$ cat src/rtl/pipe_stage_skid.sv
// Valid/ready pipeline register with a 2-entry skid buffer, updating on the falling clk edge; 1-edge latency, in_ready decoded from registered state only.
// Control bits are zeroed on bubbles and flush; optional saturating stall counter under `STALL_CNT_EN.
module pipe_stage_skid #(
  parameter int DATA_W = 64,
  parameter int CTRL_W = 8,
  parameter int CNT_W  = 16
) (
  input  logic              clk,
  input  logic              resetn,
  input  logic              flush,
  input  logic              in_valid,
  input  logic [DATA_W-1:0] in_data,
  input  logic [CTRL_W-1:0] in_ctrl,
  output logic              in_ready,
  output logic              out_valid,
  output logic [DATA_W-1:0] out_data,
  output logic [CTRL_W-1:0] out_ctrl,
  input  logic              out_ready,
  output logic [CNT_W-1:0]  stall_cnt
);

  typedef enum logic [1:0] {
    EMPTY = 2'd0,
    ONE   = 2'd1,
    TWO   = 2'd2
  } state_t;

  state_t              state;
  logic [DATA_W-1:0]   main_data;
  logic [CTRL_W-1:0]   main_ctrl;
  logic [DATA_W-1:0]   skid_data;
  logic [CTRL_W-1:0]   skid_ctrl;
  logic                accept;
  logic                consume;

  assign in_ready  = (state != TWO);
  assign out_valid = (state != EMPTY);
  assign out_data  = main_data;
  assign out_ctrl  = main_ctrl;
  assign accept    = in_valid & in_ready;
  assign consume   = out_valid & out_ready;

  always_ff @(negedge clk or negedge resetn) begin
    if (!resetn) begin
      state     <= EMPTY;
      main_data <= '0;
      main_ctrl <= '0;
      skid_data <= '0;
      skid_ctrl <= '0;
    end else if (flush) begin
      // Squash wins over any beat offered on the same edge; payload left stale.
      state     <= EMPTY;
      main_ctrl <= '0;
      skid_ctrl <= '0;
    end else begin
      case (state)
        EMPTY: begin
          if (accept) begin
            state     <= ONE;
            main_data <= in_data;
            main_ctrl <= in_ctrl;
          end
        end
        ONE: begin
          if (accept && consume) begin
            main_data <= in_data;
            main_ctrl <= in_ctrl;
          end else if (accept) begin
            state     <= TWO;
            skid_data <= in_data;
            skid_ctrl <= in_ctrl;
          end else if (consume) begin
            state     <= EMPTY;
            main_ctrl <= '0;
          end
        end
        TWO: begin
          if (consume) begin
            state     <= ONE;
            main_data <= skid_data;
            main_ctrl <= skid_ctrl;
            skid_ctrl <= '0;
          end
        end
        default: begin
          state     <= EMPTY;
          main_ctrl <= '0;
          skid_ctrl <= '0;
        end
      endcase
    end
  end

`ifdef STALL_CNT_EN
  logic [CNT_W-1:0] stall_cnt_q;

  // Counts edges where a held beat is refused downstream; sticks at all-ones.
  always_ff @(negedge clk or negedge resetn) begin
    if (!resetn) begin
      stall_cnt_q <= '0;
    end else if (out_valid && !out_ready && (stall_cnt_q != {CNT_W{1'b1}})) begin
      stall_cnt_q <= stall_cnt_q + 1'b1;
    end
  end

  assign stall_cnt = stall_cnt_q;
`else
  assign stall_cnt = '0;
`endif

endmodule

$ cat config.mk
export PLATFORM = sky130hd
export DESIGN_NAME = pipe_stage_skid
export DESIGN_NICKNAME = d
export VERILOG_FILES = /design/src/rtl/pipe_stage_skid.sv
export SDC_FILE = /design/constraint.sdc
export NUM_CORES = 1
export LEC_CHECK = 0
export CAP_MARGIN = 20
export CORE_UTILIZATION = 44
export DETAILED_ROUTE_END_ITERATION = 12
export PLACE_DENSITY = 0.76
export SLEW_MARGIN = 25
export SYNTH_ARGS = -nofsm -noshare
export SYNTH_HDL_FRONTEND = slang
export SYNTH_SLANG_ARGS = --single-unit
export TNS_END_PERCENT = 10
$ cat constraint.sdc
create_clock -name clk -period 1.56 [get_ports clk]
set_input_delay 0.234 -clock clk [delete_from_list [all_inputs] [get_ports clk]]
set_output_delay 0.234 -clock clk [all_outputs]
set_load 0.005 [all_outputs]
After elaboration in Yosys (flattened, before gate mapping)
Index checks and enable logic that the tools add are counted.
Widths: inputs -> output; s select.
Cells by class
  bitwise logic cells: 4
  order comparisons: 0
  divide/modulo/power cells: 0
  shift operators: 0
  equality and inequality tests: 14
  multipliers: 0
  reduce and logical (&&, ||, !) cells: 9
  add/sub/neg operators: 0
  muxes and demuxes: 21
Operators by type and width (number)
  $mux 64: 3
  $pmux 64 s3: 1
  $mux 8: 8
  $pmux 8 s3: 2
  $reduce_and 4->1: 4
  $mux 2: 6
  $ne 3x3->1 const B: 4
  $ne 4x4->1 const B: 3
  $ne 2x2->1 const B: 5
  $pmux 2 s3: 1
  $reduce_and 5->1: 1
  $reduce_bool 3->1: 1
  $and 1x1->1: 2
  $eq 2x1->1 const B: 1
  $eq 2x2->1 const B: 1
  $logic_not 2->1: 1
  $not 1->1: 2
  $reduce_bool 2->1: 1
  $logic_and 1x1->1: 1
Storage, ports and cells
  memories: 0
  register bits: 146
  bits of input ports: 77
  logic and storage cells: 53
  output and inout port bits: 90
  RAM bits: 0
  bits in read-only memories: 0
  bits in latches: 0

Depth between registers and ports, before layout
  depth in word-level cells: 7
  depth in mapped cells: 9
  gate-level depth less buffers: 4

==> results.txt <==
* Overall routing resource usage: around a fifth
* Seq. cell area: approximately 0.0037 mm2
- CTS saw between 100 and 150 sinks.
- Summing all multi-input logic gate instances after layout gives ~0.0025 mm2.
- Counting cells, the worst reg-to-reg path comes to 6.
- TritonCTS clock tree: yes
* Cell area after technology mapping: roughly 0.0065 mm2
* Smallest setup slack after layout: -0.615 ns
* Startpoint Class: flop
- Detailed placement finished with a half-perimeter wire length of 9560 um.
* Die height: 123 um
* Critical Path Sink Type: output port
- Maximum clock skew at final layout: about 0.0045 ns
- The share of the Yosys chip area taken by registers is between 50% and 60%.
- Total number of vias: approximately 4,600
- Filler cells: around 1,100
- Summed over all layers, the routed wires come to between 15,000 and 20,000 um.
* Number of nets still failing antenna checks after routing: 0
- After the first detailed-routing iteration, the DRC count stood at 192.
- Reg-to-Reg End: out_data[15]$_DFFE_NN0P_
- Setup violations remaining at the end of the flow were counted as 218.
* Leading post-synthesis cells by cell area: dfrtn_1 (56%), mux2_2 (13%), mux2i_1 (10%)
* Ratio of cells with drive above 1 in the final layout: 35.5%
* Violations in the final reports: negative setup slack
- Library cell occupying the most area in the post-synthesis netlist: dfrtn_1
* Clock-pin slew of the registers on the worst-case setup and hold paths: ~0.04 ns
* Worst-Skew Late Latency: between 0.3 and 0.4 ns
* Area share of the leading cell type in the synthesized netlist: approximately 56%
* Clk root buf: clkbuf_16
* Deepest clock path buffer count: 2
- Number of maximum-capacitance constraint violations: 0
- Compared with the post-synthesis result, the final layout area differs by 36.4%.
- Measured on the finished design, the core utilization comes to roughly 63%.
- In this run the tool buffered the top-level ports with 150 buffer cells.
- Average routed wire per standard cell: between 15 and 20 um
* Leakage Power: approximately 0.0046 uW
- Final cell count without fillers: between 900 and 1,000
- Global-route congestion overflow total: 0
- Along the worst path, the maximum fanout reaches 2.
- Number of storage elements in the synthesis netlist: approximately 150
- 0 antenna diodes ended up in the layout.
- Beginning of the worst register-to-register path: state[1]$_DFFE_NN0P_
- CTS built an H-tree with a depth of 4.
* Final estimated routing congestion in global placement: a little over 0.8
* Number of iterations in the first detailed-routing pass: 4
* Number of library cell types mapped by synthesis: 33
- Number of standard cells after synthesis: between 500 and 600
- Largest net degree at the start of global routing: between 40 and 50
* Worst setup endpoint: in_ready
- The floorplan step set the die width to approximately 120 um.
- Tracing the worst setup path back leads to its startpoint at state[0]$_DFFE_NN0P_.
* Power per Cell Area: around 1300 mW/mm2
* Effective utilization at floorplan: 45.9%
- Total number of nets in the final design: 790
- The final-report max-slew violation count is 0.
- Core area: between 0.01 and 0.015 mm2
- The floorplan has between 40 and 50 rows.
* Final count of hold timing violations: 0
* Data required time of the critical path: between 1 and 1.5 ns
- In this run, CTS created clock tree buffers numbering 17.
- Total instance count after detailed placement: 851
- The flow ran to the end, but the final reports show violations.
* Num ports: 167
* Worst-case register-to-register setup slack: -0.30 ns
* Highest ir drop seen on vdd: about 0.00085 V
- Antenna violations before repair: 0
- In the routed layout, each cell is associated on average with a via count of 5.10.
- HP Class: in -> async
* RSZ-0062 raised after global routing: yes
* Synthesized area divided by synthesized cell count: ~12 um2
- The via count of the first global-routing pass is about 4,800.
* DRC viols: 0
- The Yosys step of the flow raised 0 warnings.
- For the worst setup path, the data arrival time is a little under 2 ns.
* Floorplan die area: ~0.015 mm2
* CP Class: reg -> out
- The first global-routing pass estimated roughly 24,000 um of wire.
==> kinds of logic (layout without fill, tap and decap cells) <==
logic type / count (synthesis) / count (layout) / share of synthesized area, %
simple gates: 89 / 89 / 5.94
mux: 146 / 146 / 24.2
buf+inv: 52 / 240 / 5.86
compound gates: 87 / 87 / 7.51
other cells: 1 / 16 / 0.0580
flops: 146 / 146 / 56.5
==> metrics by stage <==
stage	hold slack [ns]	power [uW]	setup slack, ns	instance area [um2]	TNS (ns)
finish	0.360	11400	-0.615	8820	-56.64
global route	0.355	12000	-0.649	8820	-69.63
CTS	0.348	11400	-0.608	8730	-55.77
detailed placement	0.430	7540	-1.14	8260	-184.77
global placement	0.423	7410	-1.10	8260	-180.38
floorplan	0.424	6160	-0.499	6530	-63.31
==> placed cells by master (no fill, tap or decap), types with 2 or more instances in the layout <==
| cell | instances |
|---|---|
| clkbuf_1 | 2 |
| clkbuf_16 | 17 |
| conb_1 | 16 |
| mux2_4 | 2 |
| a21oi_1 | 10 |
| o21ai_1 | 27 |
| buf_12 | 9 |
| buf_4 | 42 |
| nand2_1 | 63 |
| mux2_1 | 3 |
| mux2_2 | 76 |
| a22oi_1 | 5 |
| a22oi_2 | 3 |
| dfrtn_1 | 146 |
| buf_2 | 70 |
| nor2_1 | 10 |
| clkinvlp_4 | 2 |
| bufinv_16 | 3 |
| o21ai_0 | 36 |
| dlygate4sd2_1 | 8 |
| buf_6 | 11 |
| mux2i_1 | 64 |
| clkdlybuf4s50_1 | 64 |
| clkbuf_8 | 2 |
| buf_16 | 4 |
| clkinv_4 | 2 |
| and3_1 | 8 |
| clkinv_2 | 2 |
==> state kept, by name (all words and copies together) (netlist names) <==
register	flops
out_data	64
skid_ctrl	8
state	2
skid_data	64
out_ctrl	8
==> power breakdown <==
group	internal, uW	switching, uW
sequential	4710	435
clock	2580	1500
combinational	1290	904
==> Yosys cell counts, drive strengths merged <==
library cell and count:
a22oi 8, and3 8, and4bb 1, nor3b 1, clkbuf 10, o21ai 64, nand2b 1, or2 1
nand4 1, mux2 81, conb 1, o22a 1, a32oi 1, buf 41, a21oi 11, o21ba 1
inv 1, o31ai 1, nor2 12, nand2 64, dfrtn 146, mux2i 65
==> per-layer routing <==
layer | vias up | global-route usage, % | share of wire, %
li1 | 2170 | - | -
met1 | 2269 | 25.9 | 42
met2 | 140 | 34.1 | 49
met3 | 28 | 6.92 | 6.9
met4 | 0 | 7.98 | 2.0
met5 | - | 0 | 0
==> critical path, cell delays in order (launching register included) <==
cell      delay, ns
dfrtn_1        0.42
buf_4          0.12
nand2b_4       0.13
buf_6          0.10
==> how the worst min path moves through the flow <==
| stage | to | cells after the start | slack, ns | start |
|---|---|---|---|---|
| 6_report | skid_data[17]$_DFFE_NN0P_ | 1 | 0.36 | resetn |
| 3_5_place_dp | out_data[4]$_DFFE_NN0P_ | 2 | 0.43 | out_data[4]$_DFFE_NN0P_ |
| 5_1_grt | skid_data[0]$_DFFE_NN0P_ | 1 | 0.36 | resetn |
| 2_1_floorplan | skid_data[56]$_DFFE_NN0P_ | 1 | 0.42 | skid_data[56]$_DFFE_NN0P_ |
| 3_3_place_gp | out_data[23]$_DFFE_NN0P_ | 2 | 0.42 | out_data[23]$_DFFE_NN0P_ |
| 4_1_cts | skid_data[0]$_DFFE_NN0P_ | 1 | 0.35 | resetn |
==> area by class of cell <==
| class | count | area share, % |
|---|---|---|
| multi-input cells | 338 | 28.8 |
| clock inverters | 9 | 1.50 |
| inverters | 1 | 0.0709 |
| flip-flops and latches | 146 | 41.4 |
| clock buffers | 21 | 5.22 |
| well taps | 180 | 2.55 |
| repair buffers | 209 | 20.5 |
==> repair_timing <==
item / in CTS / in global routing
setup buffers: 12 / 8
cloned: 3 / 0
setup endpoints to repair: 220 / 219
hold endpoints to repair: 0 / 0
hold buffers: 0 / 0
pin swaps: 5 / 1
gates resized for setup: 345 / 6
Power figures use the tool's default switching activity.
